<file path="config.mk">
export PLATFORM = sky130hd
export DESIGN_NAME = serial_comparator
export DESIGN_NICKNAME = d
export VERILOG_FILES = /design/src/rtl/serial_comparator.sv
export SDC_FILE = /design/constraint.sdc
export NUM_CORES = 1
export LEC_CHECK = 0
export CORE_UTILIZATION = 30
export CTS_CLUSTER_DIAMETER = 30
export DETAILED_ROUTE_END_ITERATION = 12
export SYNTH_ARGS = -nofsm -noshare
export SYNTH_HDL_FRONTEND = slang
export SYNTH_SLANG_ARGS = --single-unit
</file>
<file path="constraint.sdc">
create_clock -name clk -period 1.5 [get_ports clk]
set_input_delay 0.3 -clock clk [delete_from_list [all_inputs] [get_ports clk]]
set_output_delay 0.3 -clock clk [all_outputs]
set_load 0.005 [all_outputs]
</file>
<file path="src/rtl/serial_comparator.sv">
// serial_comparator: bit-serial MSB-first magnitude comparator with a registered
// eq/gt/lt verdict and a one-cycle done pulse.
// Optional build macro: SERIAL_CMP_EARLY_EXIT_EN (finish as soon as the first
// differing bit pair decides gt/lt instead of always consuming WIDTH bits).
module serial_comparator #(
  parameter int unsigned WIDTH = 8
) (
  input  logic clk,
  input  logic rst_n,
  input  logic start,
  input  logic bit_valid,
  input  logic a_bit,
  input  logic b_bit,
  output logic busy,
  output logic done,
  output logic eq,
  output logic gt,
  output logic lt
);

  localparam int unsigned CNT_W = $clog2(WIDTH + 1);
  localparam logic [CNT_W-1:0] LAST_IDX = CNT_W'(WIDTH - 1);

  typedef enum logic [1:0] {
    IDLE = 2'd0,
    RUN  = 2'd1,
    DONE = 2'd2
  } state_t;

  state_t           state;
  state_t           state_next;
  logic [CNT_W-1:0] cnt;
  logic [CNT_W-1:0] cnt_next;
  logic             dec_gt;
  logic             dec_gt_next;
  logic             dec_lt;
  logic             dec_lt_next;
  logic             decided;

  assign decided = dec_gt | dec_lt;

  // Next-state, bit counter and first-difference decision logic
  always_comb begin
    state_next  = state;
    cnt_next    = cnt;
    dec_gt_next = dec_gt;
    dec_lt_next = dec_lt;
    case (state)
      IDLE: begin
        if (start) begin
          state_next  = RUN;
          cnt_next    = '0;
          dec_gt_next = 1'b0;
          dec_lt_next = 1'b0;
        end
      end
      RUN: begin
        if (bit_valid) begin
          cnt_next = cnt + CNT_W'(1);
          // The first differing bit pair fixes the verdict for the rest of the word
          if (!decided) begin
            dec_gt_next = a_bit & ~b_bit;
            dec_lt_next = ~a_bit & b_bit;
          end
          if (cnt == LAST_IDX) begin
            state_next = DONE;
          end
`ifdef SERIAL_CMP_EARLY_EXIT_EN
          else if (!decided && (a_bit ^ b_bit)) begin
            state_next = DONE;
          end
`endif
        end
      end
      DONE: begin
        state_next = IDLE;
      end
      default: begin
        state_next = IDLE;
      end
    endcase
  end

  // State register plus registered status and verdict outputs
  always_ff @(posedge clk) begin
    if (!rst_n) begin
      state  <= IDLE;
      cnt    <= '0;
      dec_gt <= 1'b0;
      dec_lt <= 1'b0;
      busy   <= 1'b0;
      done   <= 1'b0;
      eq     <= 1'b0;
      gt     <= 1'b0;
      lt     <= 1'b0;
    end else begin
      state  <= state_next;
      cnt    <= cnt_next;
      dec_gt <= dec_gt_next;
      dec_lt <= dec_lt_next;
      busy   <= (state_next == RUN);
      done   <= (state_next == DONE);
      if (state_next == DONE) begin
        eq <= ~dec_gt_next & ~dec_lt_next;
        gt <= dec_gt_next;
        lt <= dec_lt_next;
      end
    end
  end

endmodule

</file>
==> flow_metrics.tcl <==
set metrics [dict create \
    wire_per_inst_um 11.9 \
    die_w_um 45.5 \
    drtPass1Iterations 4 \
    ant_nets 0 \
    insertion_delay_ps 270 \
    dr_total_vias 489 \
    crit_path_end_kind "output pin" \
    drt_iter0_markers 6 \
    rows 15 \
    path_cells "clkdlybuf4s50_1" \
    synth_cell_types 24 \
    hold_slack_ps 504 \
    hpwl_um 884 \
    tns_ps 0 \
    overflow 0 \
    area_growth_syn_to_layout_pct 30.9 \
    synthTopCellsByArea "dfxtp_1, a32oi_2, a21oi_1, buf_6, nor2_1" \
    diodes 0 \
    fin_util_pct 42.5 \
    maxSlewViolCount 0 \
    clockBufferDepth 2 \
    dpl_cell_area_um2 716 \
    num_io_pins 11 \
    design.core.area_mm2 0.00175 \
    hold_violations 0 \
    worst_path_largest_cell_delay_ps 510 \
    max-vdd-ir-drop_uv 404 \
    ctsHoldBuffers 0 \
    postCtsSetupBuffers 0 \
    leakage_uw 0.000266 \
    layout-drive-gt1-share_pct 16.0 \
    r2r_slack_ps 160 \
    hold_path.class "reg -> reg" \
    drc 0 \
    via_per_inst 4.89 \
    syn_area_um2 567 \
    cts_tree "yes" \
    yosys.area.top_type "dfxtp_1" \
    path_buf_inv 1 \
    cts-buffers-inserted 3 \
    routed_wirelength_mm 1.19 \
    skew_ps 3.00 \
    clk_pin_slew_worst_paths_ps 80 \
    crit_slowest_cell "clkdlybuf4s50_1" \
    finalCritPeriodShare_pct 95.4 \
    crit_fanout 2 \
    final_common_cell "dfxtp_1" \
    relSlewSlack_pct 79.6 \
    ctsResizeCount 0 \
    ys_seq_area_share_pct 45.9 \
    clkSinkCount 13 \
    dieArea_mm2 0.00207 \
    cp.arrival_ps 1130 \
    io_buffers 10 \
    max_freq_mhz 699 \
    power_uw 637 \
    ys_warn_count 0 \
    fin_nets 83 \
    die_h_um 45.5 \
    synth_nets 65 \
    finalInstanceArea_um2 742 \
    drv_cap 0 \
    grt_usage_pct 13.9 \
    gp_congestion 0.781 \
    setup_viol 0 \
    grt_pass1_vias 493 \
    cts-root-buf "clkbuf_4" \
    synth_top_area_share_pct 45.9 \
    final_cell_mix "dfxtp_1, clkdlybuf4s50_1, nor2_1, a21oi_1, buf_4" \
    post-route-min-period_ps 1430 \
    synthCells 58 \
    avgSynthCellArea_um2 9.77 \
    antenna_found_initial 0 \
    status "finished, final reports clean" \
    ys_seq_elements 13 \
    worst_slew_pin_slew_ps 304 \
    rsz0062_at_grt "no" \
    worst_ep_required_time_ps 1200 \
    initial_utilization_pct 32.5 \
    grt_pass1_wl_mm 2.01 \
    power_density_mw_per_mm2 858 \
    htree_levels 1 \
    startpoint_type "register" \
    critPathTopFamily "buffers and inverters" \
    num-fill-cells 186 \
    grt_max_degree 12 \
    crit_type "reg -> out" \
]
## worst min-delay path, delay by kind of cell, from the launching register on
kind | cells | cell delay (ps)
flops | 1 | 330
compound gates | 2 | 130
## registers in the layout, summed over array words and instances (netlist names)
register and cells:
cnt 4, state 2, busy 1, dec_gt 1
dec_lt 1, done 1, eq 1, gt 1
lt 1
## worst paths after layout
| kind | from | to | cells past startpoint |
|---|---|---|---|
| hold / removal | cnt[3]$_SDFFE_PN0P_ | cnt[3]$_SDFFE_PN0P_ | 2 |
| setup reg to reg | state[0]$_SDFF_PN0_ | lt$_SDFFE_PN0N_ | 4 |
| setup / recovery | eq$_SDFFE_PN0N_ | eq | 1 |
| hold reg to reg | cnt[3]$_SDFFE_PN0P_ | cnt[3]$_SDFFE_PN0P_ | 2 |
## through the flow
step,setup slack (ps),instances
after global placement,-159,96
final,69.0,100
after floorplan,281,58
after global routing,23.4,100
after detailed placement,-180,96
after CTS,58.5,100
## per-layer routing
layer  GRT usage, %  wire [µm]  vias up
met1           17.9        592      222
met4           9.09         24        0
met5              0          0        -
met2           20.0        500       14
met3           3.97         68        4
li1               -          -      249
## where the power goes
group	leakage [µW]	switching (µW)	internal, µW
logic	0.000146	29.6	39.0
registers	0.000106	6.47	351
clock network	0.0000150	107	103
## logic make-up (layout without fill, tap and decap cells)
logic type | Yosys count | count (layout) | share of synthesized area, %
AND/OR/NAND/NOR | 23 | 23 | 23.6
AO/OA/AOI/OAI | 15 | 15 | 19.4
flip-flops | 13 | 13 | 45.9
buffers and inverters | 4 | 21 | 5.52
adder cells (fa/ha/maj) | 1 | 1 | 2.21
XOR/XNOR | 1 | 1 | 1.55
multiplexers | 1 | 1 | 1.77
## final cells by class
cell class	instances	area (µm²)	share of cell area [%]
multi-input cells	41	275	37.1
clock buffers	4	26.3	3.54
flip-flops and latches	13	260	35.1
well taps	25	31.3	4.22
inverters	1	3.75	0.506
repair buffers	16	145	19.6
## Yosys cell counts
cell,count
dfxtp_1,13
a21oi_1,6
nor2_1,6
nor3_1,4
nand2_1,3
a211oi_1,2
a32oi_2,2
and3b_1,2
buf_6,2
nand3b_1,2
nand4b_1,2
o21ai_0,2
a31o_1,1
buf_2,1
clkinv_1,1
ha_1,1
mux2i_1,1
nand2b_1,1
nand3_1,1
o22ai_1,1
o31ai_1,1
or3b_4,1
or4_1,1
xor2_1,1
Power figures use the tool's default switching activity.
